**src/rtl/mem_arb_pkg.sv**
```systemverilog
// Shared types for the main-memory port arbiter.
package mem_arb_pkg;
    localparam int LANE_W        = 8;
    localparam int LANES_DEFAULT = 4;

    typedef enum logic [1:0] {IDLE, XFER, DONE} state_t;
    typedef enum logic {OWN_I, OWN_D} owner_t;

    typedef logic [LANES_DEFAULT-1:0][LANE_W-1:0] byte_lanes_t;
endpackage

```
**src/rtl/mem_port_arbiter_arb_rr2.sv**
```systemverilog
// Two-way round-robin grant; the last_grant history register lives in the parent.
module arb_rr2
    import mem_arb_pkg::*;
(
    input  logic   req_i,
    input  logic   req_d,
    input  owner_t last_grant,
    output logic   gnt_valid,
    output owner_t gnt_owner
);

    always_comb begin
        gnt_valid = req_i | req_d;
        gnt_owner = OWN_I;
        if (req_i && req_d) begin
            gnt_owner = (last_grant == OWN_D) ? OWN_I : OWN_D;
        end else if (req_d) begin
            gnt_owner = OWN_D;
        end
    end

endmodule

```
**src/rtl/mem_port_arbiter.sv**
```systemverilog
// Shares the main-memory port between instruction fetch (I) and the data cache (D).
//   state | meaning
//   IDLE  | waiting for a request; arbitration happens here
//   XFER  | memory access in flight, MEM_LAT cycles, latched addr/data driven
//   DONE  | one-cycle ack to the owner, then back to IDLE
module mem_port_arbiter
    import mem_arb_pkg::*;
#(
    parameter int ADDR_W  = 32,
    parameter int MEM_LAT = 4,
    parameter int LANES   = 4
) (
    input  logic                          clk,
    input  logic                          rst_b,
    input  logic                          i_req,
    input  logic [ADDR_W-1:0]             i_addr,
    output logic [LANES-1:0][LANE_W-1:0]  i_rdata,
    output logic                          i_ack,
    input  logic                          d_req,
    input  logic                          d_we,
    input  logic [ADDR_W-1:0]             d_addr,
    input  logic [LANES-1:0][LANE_W-1:0]  d_wdata,
    output logic [LANES-1:0][LANE_W-1:0]  d_rdata,
    output logic                          d_ack,
    output logic [ADDR_W-1:0]             mem_addr,
    output logic [LANES-1:0][LANE_W-1:0]  mem_data_in,
    input  logic [LANES-1:0][LANE_W-1:0]  mem_data_out,
    output logic                          mem_write_en,
    output logic                          busy
);

    localparam logic [3:0] LAT_M1 = 4'(MEM_LAT - 1);

    state_t                         state_q, state_d;
    owner_t                         owner_q, owner_d;
    owner_t                         last_q, last_d;
    logic [ADDR_W-1:0]              addr_q, addr_d;
    logic                           we_q, we_d;
    logic [LANES-1:0][LANE_W-1:0]   wdata_q, wdata_d;
    logic [LANES-1:0][LANE_W-1:0]   i_rdata_q, i_rdata_d;
    logic [LANES-1:0][LANE_W-1:0]   d_rdata_q, d_rdata_d;
    logic [3:0]                     count_q, count_d;

    logic   gnt_valid;
    owner_t gnt_owner;

    arb_rr2 u_arb (
        .req_i      (i_req),
        .req_d      (d_req),
        .last_grant (last_q),
        .gnt_valid  (gnt_valid),
        .gnt_owner  (gnt_owner)
    );

    always_comb begin
        state_d   = state_q;
        owner_d   = owner_q;
        last_d    = last_q;
        addr_d    = addr_q;
        we_d      = we_q;
        wdata_d   = wdata_q;
        i_rdata_d = i_rdata_q;
        d_rdata_d = d_rdata_q;
        count_d   = count_q;
        case (state_q)
            IDLE: begin
                if (gnt_valid) begin
                    owner_d = gnt_owner;
                    last_d  = gnt_owner;
                    addr_d  = (gnt_owner == OWN_I) ? i_addr : d_addr;
                    we_d    = (gnt_owner == OWN_D) && d_we;
                    wdata_d = (gnt_owner == OWN_D) ? d_wdata : '0;
                    count_d = LAT_M1;
                    state_d = XFER;
                end
            end
            XFER: begin
                if (count_q == 4'd0) begin
                    state_d = DONE;
                    // Read data is captured on the last access cycle; writes leave rdata alone.
                    if (!we_q) begin
                        if (owner_q == OWN_I) i_rdata_d = mem_data_out;
                        else                  d_rdata_d = mem_data_out;
                    end
                end else begin
                    count_d = count_q - 4'd1;
                end
            end
            DONE:    state_d = IDLE;
            default: state_d = IDLE;
        endcase
    end

    always_ff @(posedge clk) begin
        if (rst_b) begin
            state_q   <= IDLE;
            owner_q   <= OWN_I;
            last_q    <= OWN_D;
            addr_q    <= '0;
            we_q      <= 1'b0;
            wdata_q   <= '0;
            i_rdata_q <= '0;
            d_rdata_q <= '0;
            count_q   <= 4'd0;
        end else begin
            state_q   <= state_d;
            owner_q   <= owner_d;
            last_q    <= last_d;
            addr_q    <= addr_d;
            we_q      <= we_d;
            wdata_q   <= wdata_d;
            i_rdata_q <= i_rdata_d;
            d_rdata_q <= d_rdata_d;
            count_q   <= count_d;
        end
    end

    assign busy         = (state_q != IDLE);
    assign i_ack        = (state_q == DONE) && (owner_q == OWN_I);
    assign d_ack        = (state_q == DONE) && (owner_q == OWN_D);
    assign mem_addr     = (state_q == XFER) ? addr_q : '0;
    assign mem_write_en = (state_q == XFER) && (count_q == 4'd0) && we_q;
    assign mem_data_in  = wdata_q;
    assign i_rdata      = i_rdata_q;
    assign d_rdata      = d_rdata_q;

endmodule

```
**config.mk**
```make
export PLATFORM = sky130hd
export DESIGN_NAME = mem_port_arbiter
export DESIGN_NICKNAME = d
export VERILOG_FILES = /design/src/rtl/mem_arb_pkg.sv /design/src/rtl/mem_port_arbiter_arb_rr2.sv /design/src/rtl/mem_port_arbiter.sv
export SDC_FILE = /design/constraint.sdc
export NUM_CORES = 1
export LEC_CHECK = 0
export BUFFER_PORTS_ARGS = -buffer_cell sky130_fd_sc_hd__buf_2
export CAP_MARGIN = 10
export CORE_AREA = 5 5 121 123
export CTS_CLUSTER_SIZE = 28
export DETAILED_ROUTE_END_ITERATION = 7
export DIE_AREA = 0 0 126 128
export GPL_TIMING_DRIVEN = 0
export PLACE_DENSITY_LB_ADDON = 0.08
export SKIP_CTS_REPAIR_TIMING = 1
export SLEW_MARGIN = 10
export SYNTH_ARGS = -nofsm -noshare
export SYNTH_HDL_FRONTEND = slang
export SYNTH_SLANG_ARGS = --single-unit
```
**constraint.sdc**
```tcl
create_clock -name clk -period 1.65 [get_ports clk]
set_input_delay 0.0825 -clock clk [delete_from_list [all_inputs] [get_ports clk]]
set_output_delay 0.0825 -clock clk [all_outputs]
set_load 0.03 [all_outputs]
```
**Yosys cells after proc, flatten, opt, wreduce, memory -nomap -nowiden**

Index checks and enable logic that the tools add are counted.

- Logic and storage cells: 54
- Output and inout bits: 132
- Register bits after elaboration: 137
- Input port bits: 133

- Mux-type cells: 12
- Equal/unequal tests: 5
- $add $sub $neg: 1
- Bitwise gates (word level): 3
- Reduce and logical (&&, ||, !) cells: 15

Operator list:

| cell | count |
|---|---|
| $mux 32 | 3 |
| $mux 4 | 2 |
| $pmux 4 s2 | 1 |
| $reduce_and 4->1 | 2 |
| $logic_and 1x1->1 | 6 |
| $ne 2x2->1 const B | 3 |
| $logic_not 4->1 | 1 |
| $mux 2 | 2 |
| $pmux 2 s2 | 1 |
| $reduce_and 2->1 | 2 |
| $reduce_bool 2->1 | 2 |
| $sub 4x1->4 const B | 1 |
| $mux 1 | 3 |
| $reduce_and 3->1 | 1 |
| $eq 2x1->1 const B | 1 |
| $eq 2x2->1 const B | 1 |
| $logic_not 2->1 | 1 |
| $not 1->1 | 2 |
| $or 1x1->1 | 1 |

**Longest topological paths before layout**

Gate-level depths: netlist (run 1).

- Depth after elaboration: 3
- Mapped depth: 7

**Modules after synthesis**

From an unflattened synthesis (run 1), not the netlist that was laid out.

- Cell total of the unflattened synthesis: 595
- Area total of the unflattened synthesis: 5615.4 µm²

Modules (own cells, without submodules):

| module | area an instance (µm²) | instances | cells each | seq. area each (µm²) |
|---|---|---|---|---|
| mem_port_arbiter | 5601.6 | 1 | 593 | 2742.6 |
| arb_rr2 | 13.8 | 1 | 2 | 0.0 |

**Least setup slack after synthesis (run 1)**

Ideal clock, no wire load.

- Path kind: register to register
- Start point: register count_q[0]
- End point: register i_rdata_q, in the netlist i_rdata[10]
- Path slack: 0.091 ns
- Library setup time: 0.132 ns
- Data required time: 1.518 ns
- Arrival time: 1.427 ns
- Cell stages (with the launch flop): 8
- Cells stage by stage: dfxtp_1 > inv_1 > ha_1 > or3b_4 > buf_4 > buf_2 > o21ai_1 > a21oi_1

- Word-level cells in the longest chain between the ends: 2

Ends and longest elaborated chain:

| element | line | RTL |
|---|---|---|
| start: declaration | mem_port_arbiter.sv:42 | `logic [3:0] count_q, count_d;` |
| start signal: assignment | mem_port_arbiter.sv:114 | `count_q <= count_d;` |
| $logic_not 4->1 | mem_port_arbiter.sv:78 | `if (count_q == 4'd0) begin` |
| $reduce_and 4->1 (no line) | -- |  |
| end signal: assignment | mem_port_arbiter.sv:112 | `i_rdata_q <= i_rdata_d;` |
| end: declaration | mem_port_arbiter.sv:40 | `logic [LANES-1:0][LANE_W-1:0] i_rdata_q, i_rdata_d;` |

No other way between the ends.
A chain may end at the register's enable or synchronous reset.

**Worst setup path in the final report (run 1)**

- Start point: register state_q[0]
- End point: output port mem_write_en

- Word-level cells in the longest chain between the ends: 3

Ends and longest elaborated chain:

| element | line | RTL |
|---|---|---|
| start: declaration | mem_port_arbiter.sv:34 | `state_t state_q, state_d;` |
| start signal: assignment | mem_port_arbiter.sv:106 | `state_q <= state_d;` |
| $eq 2x1->1 | mem_port_arbiter.sv:122 | `assign mem_write_en = (state_q == XFER) && (count_q == 4'd0) && we_q;` |
| $logic_and 1x1->1 (2 in series) | mem_port_arbiter.sv:122 |  |
| end: declaration | mem_port_arbiter.sv:28 | `output logic mem_write_en,` |

No other way between the ends.

==> results.json, run 1 <==
{
  "tritoncts": "done",
  "placed_cells": 1042,
  "worst-slew-pin-transition_ns": 0.585,
  "endpoint_kind": "output port",
  "utilization_pct": 72.5,
  "power_density_mw_per_mm2": 1070,
  "drtPass1Iterations": 5,
  "hold_slack_ns": 0.0946,
  "fmax_ghz": 0.570,
  "slew_headroom_pct": 61.0,
  "status": "complete, but fails checks",
  "die_w_um": 126,
  "synth_fp_nets": 733,
  "setup_viol": 40,
  "antenna_found_initial": 1,
  "worstPathCellList": "buf_4, nor2b_1, and3_4, buf_6",
  "yosysTopAreaCellShare_pct": 49.9,
  "grt_pass1_vias": 5731,
  "synth-seq-cells": 137,
  "hold_viol": 0,
  "start_kind": "register",
  "die_area_mm2": 0.0161,
  "seq_area_frac_synth_pct": 49.9,
  "dp_slack_ns": -0.128,
  "ant_nets": 0,
  "cts-htree-levels": 4,
  "crit_fanout": 10,
  "synth_area_mm2": 0.00550,
  "grt_setup_unrepaired": "yes",
  "fp.dieH_um": 128,
  "synth-main-ff-cell": "dfxtp_1",
  "hpwl_um": 14100,
  "critPathArrivalTime_ns": 1.67,
  "syn_area_per_cell_um2": 9.19,
  "critPathKind": "register to output port",
  "drive_above_1_share_pct": 41.8,
  "yosysTopAreaCell": "dfxtp_1",
  "critPathSlowestCell": "nor2b_1",
  "synth_commonest_cells": "137 x dfxtp_1, 67 x a21oi_1, 64 x nand3_1, 37 x inv_1, 36 x o21ai_0",
  "overflow": 0,
  "synth_cell_types": 39,
  "yosys_warnings": 0,
  "layout.nets": 1162,
  "synth_edf_count": 0,
  "instances_no_fill": 1220,
  "clockBufferDepth": 2,
  "wl_per_cell_um": 18.2,
  "dr_total_vias": 6511,
  "grt.total_usage_pct": 22.4,
  "ir_worst_vdd_uv": 922,
  "yosysMostFrequentCell": "dfxtp_1",
  "grt_pass1_wl_um": 29000,
  "drt_wl_total_um": 22300,
  "initial_utilization_pct": 40.5,
  "drv_slew": 0,
  "slowest_delay_ns": 0.38,
  "violations": "setup timing",
  "finalCriticalPeriod_ns": 1.75,
  "place_congestion": 0.839,
  "cts-buffers-inserted": 17,
  "drcViolationCount": 0,
  "io_buffers": 264,
  "postSynth.asyncResetShare_pct": 0,
  "areaGrowthSynthToFinish_pct": 78.9,
  "io_pins": 265,
  "leakagePower_nw": 4.26,
  "min_period_over_period_pct": 106,
  "clock_sinks": 137,
  "coreArea_mm2": 0.0136,
  "skew_ns": 0.00694,
  "drtIter0Drc": 361,
  "synthTopCellsByArea": "dfxtp_1 50%, a21oi_1 6.1%, a221o_1 5.8%",
  "cts_root_buffer": "clkbuf_16",
  "row_count": 43,
  "grt_max_degree": 17,
  "finalWorstSetupSlack_ns": -0.104,
  "clk_pin_slew_ns": 0.06,
  "synthCells": 598,
  "cp_data_required_time_ns": 1.57,
  "drv_cap": 0,
  "clk_latency_ns": 0.42,
  "routed_via_density": 5.34,
  "hold_class": "input port to register"
}
[layout by cell type, fill, tap and decap left out, types with 4 or more instances in the layout]
master,instances
nor2_2,4
a221o_1,32
buf_6,37
buf_4,27
o21ai_0,30
a211oi_1,33
buf_12,4
inv_1,35
a22o_1,33
o21ai_2,18
o21ai_1,16
clkbuf_1,13
dfxtp_1,134
clkbuf_16,22
buf_2,250
a21oi_1,60
a21oi_2,7
nand3_1,64
nor2_4,27
dlygate4sd3_1,129
[registers in the layout, indices dropped and copies added (netlist names)]
| name | cells |
|---|---|
| owner_q | 1 |
| d_rdata | 32 |
| state_q | 2 |
| i_rdata | 32 |
| mem_data_in | 32 |
| we_q | 1 |
| last_q | 1 |
| addr_q | 32 |
| count_q | 4 |
[worst max-delay path, delay by kind of cell (launching register included)]
kind	cells	cell delay, ns
simple gates	2	0.64
buf+inv	2	0.31
flops	1	0.31
[cells by family (layout without fill, tap and decap cells)]
group                      count (synthesis)  after routing  share of synthesized area, %
AOI/OAI and AO/OA                        237            237                          28.7
other                                      0              1                             0
adders and majority gates                  2              2                         0.455
and+or+nand+nor                          120            120                          11.7
DFF                                      137            137                          49.9
buffers and inverters                    102            543                          9.17
[path summary, 6_finish.rpt]
kind,startpoint,to,slack (ns),cells after the start
max,state_q[0],mem_write_en,-0.10,4
min,rst_b,mem_data_in[14],0.09,3
max reg2reg,state_q[1],i_rdata[30],-0.05,6
min reg2reg,i_rdata[17],i_rdata[17],0.45,2
[final cells by class]
cell class              count  area [um2]
fillers                   963        3730
diodes                      1        2.50
well taps                 180         225
inverters                  37         139
clock inverters            10         144
flip-flops and latches    137        2750
repair buffers            410        3020
multi-input cells         359        2610
plain buffers              65         478
clock buffers              21         470
[metal layers]
layer  global-route usage (%)  up-vias  share of wire, %
met3                     8.29       61               8.2
met5                        0        -                 0
met1                     26.3     3073                39
met4                     7.76        0               3.0
li1                         -     3054                 -
met2                     38.0      323                50
[through the flow]
step	cell area, um2	setup TNS (ns)	power (W)
global placement	7040	-1.45	0.00570
global route	9830	-5.58	0.0109
finish	9830	-1.10	0.0105
CTS	7660	-14.01	0.00965
detailed placement	7040	-3.90	0.00573
floorplan	5500	0	0.00504
[report_power, final]
part	switching (W)	leakage, nW	internal [W]
Sequential	0.000118	1.12	0.00355
Combinational	0.00166	2.85	0.00123
Clock	0.00146	0.291	0.00249
(Power assumes the default switching activity.)
==> run 2: changes to the inputs <==
- CORE_AREA: 5 5 121 123 -> 5 5 111 113
- DIE_AREA: 0 0 126 128 -> 0 0 116 118
- clock period: 1.65 -> 2.15 ns (I/O delays scaled with it)
==> results.json, run 2 (synthesis results as in run 1) <==
{
  "status": "complete, but fails checks",
  "violations": "hold timing",
  "hold_class": "input port to register",
  "placed_cells": 1005,
  "power_density_mw_per_mm2": 866,
  "min_period_over_period_pct": 98.4,
  "fp.dieH_um": 118,
  "cts_root_buffer": "clkbuf_16",
  "place_area_mm2": 0.00700,
  "die_area_mm2": 0.0137,
  "fill_cells": 734,
  "worst-slew-pin-transition_ns": 0.544,
  "finalCriticalPeriod_ns": 2.11,
  "hold_viol": 2,
  "p_comb_share_pct": 23.1,
  "drive_above_1_share_pct": 33.7,
  "antenna_found_initial": 1,
  "clockBufferDepth": 2,
  "io_pins": 265,
  "fmax_ghz": 0.473,
  "p_clk_share_pct": 40.6,
  "drt_wl_total_um": 21400,
  "slew_headroom_pct": 63.7,
  "clk_pin_slew_ns": 0.06,
  "dr_total_vias": 6472,
  "cts-htree-levels": 4,
  "p_int_w": 0.00543,
  "row_count": 39,
  "critPathArrivalTime_ns": 2.41,
  "drv_cap": 0,
  "coreArea_mm2": 0.0112,
  "ir_worst_vdd_uv": 681,
  "mostFrequentLayoutCells": "288 x buf_2, 137 x dfxtp_1, 128 x dlygate4sd3_1",
  "setup-tns-final_ns": 0,
  "endpoint_kind": "register",
  "place_congestion": 0.875,
  "io_buffers": 264,
  "clock_sinks": 137,
  "seqPwrFrac_pct": 36.3,
  "grt.total_usage_pct": 25.2,
  "critPathKind": "register to register",
  "skew_ns": 0.0165,
  "instances_no_fill": 1166,
  "ant_nets": 0,
  "layout.nets": 1144,
  "final_common_cell": "buf_2",
  "drtPass1Iterations": 8,
  "drtIter0Drc": 620,
  "routed_via_density": 5.55,
  "switching_power_w": 0.00231,
  "grt_pass1_wl_um": 27800,
  "cp_data_required_time_ns": 2.44,
  "crit_fanout": 10,
  "power.total_w": 0.00774,
  "die_w_um": 116,
  "overflow": 0,
  "switching_share_pct": 29.8,
  "setup_viol": 0,
  "postLayoutCellArea_mm2": 0.00893,
  "grt_pass1_vias": 5794,
  "grt_max_degree": 17,
  "cts-buffers-inserted": 17,
  "tritoncts": "done",
  "hpwl_um": 13600,
  "initial_utilization_pct": 49.0,
  "finalWorstSetupSlack_ns": 0.0350,
  "leakagePower_nw": 4.07,
  "drv_slew": 0,
  "start_kind": "register",
  "wl_per_cell_um": 18.3,
  "hold_slack_ns": -0.0161,
  "clk_latency_ns": 0.41,
  "dp_slack_ns": 0.371,
  "drcViolationCount": 0,
  "areaGrowthSynthToFinish_pct": 62.5
}
[run 2: changes by cell type in the layout (fill, tap and decap cells not counted), moves of 6 or more]
| cell | change |
|---|---|
| o21ai_0 | +6 |
| nor2_1 | +30 |
| a21oi_1 | +7 |
| buf_4 | -19 |
| buf_6 | -29 |
| buf_2 | +38 |
| clkbuf_1 | +7 |
| nor2_4 | -26 |
| a21oi_2 | -7 |
| o21ai_1 | +14 |
| o21ai_2 | -18 |
[run 2: layout make-up]
cell class / instances / area, um2 / share of cell area [%]
multi-input cells: 359 / 2260 / 25.3
flip-flops and latches: 137 / 2740 / 30.7
clock buffers: 19 / 453 / 5.07
clock inverters: 13 / 189 / 2.12
repair buffers: 392 / 2600 / 29.1
inverters: 37 / 139 / 1.56
diodes: 1 / 2.50 / 0.0280
well taps: 143 / 179 / 2.00
plain buffers: 65 / 368 / 4.12
[run 2: stage by stage]
| step | hold WS, ns | util, % |
|---|---|---|
| after floorplan | 0.240 | - |
| after global placement | 0.324 | 62.3 |
| after detailed placement | 0.329 | 62.3 |
| after CTS | -0.105 | 68.1 |
| after global routing | 0.000952 | 79.6 |
| final | -0.0161 | 79.6 |
[run 2: power groups by stage]
stage	Combinational (W)	Sequential, W	Clock [W]
after floorplan	0.000852	0.00302	0
after global placement	0.00150	0.00285	0
after detailed placement	0.00153	0.00285	0
after CTS	0.00154	0.00280	0.00316
after global routing	0.00191	0.00282	0.00329
final	0.00178	0.00281	0.00314
[run 2: worst max-delay path: stages (launching register included)]
cell and delay (ns):
dfxtp_1 0.29, buf_4 0.17, nor2_4 0.27, buf_2 0.28
a211oi_1 0.13, a221o_1 0.28, dlygate4sd3_1 0.57
[run 2: worst paths after layout]
path | from | end | slack [ns] | depth (start not counted)
worst min-delay path | mem_data_out[4] | d_rdata[4] | -0.02 | 3
worst max-delay path | state_q[0] | addr_q[6] | 0.04 | 6
worst min register to register | last_q | last_q | 0.46 | 2
worst max register to register | state_q[0] | addr_q[6] | 0.04 | 6
[run 2: layer usage]
metal	GRT usage (%)	up-vias	part of all wire (%)
li1	-	3011	-
met1	29.7	3025	37
met2	43.1	374	51
met3	7.15	62	8.5
met4	9.28	0	3.1
met5	0	-	0
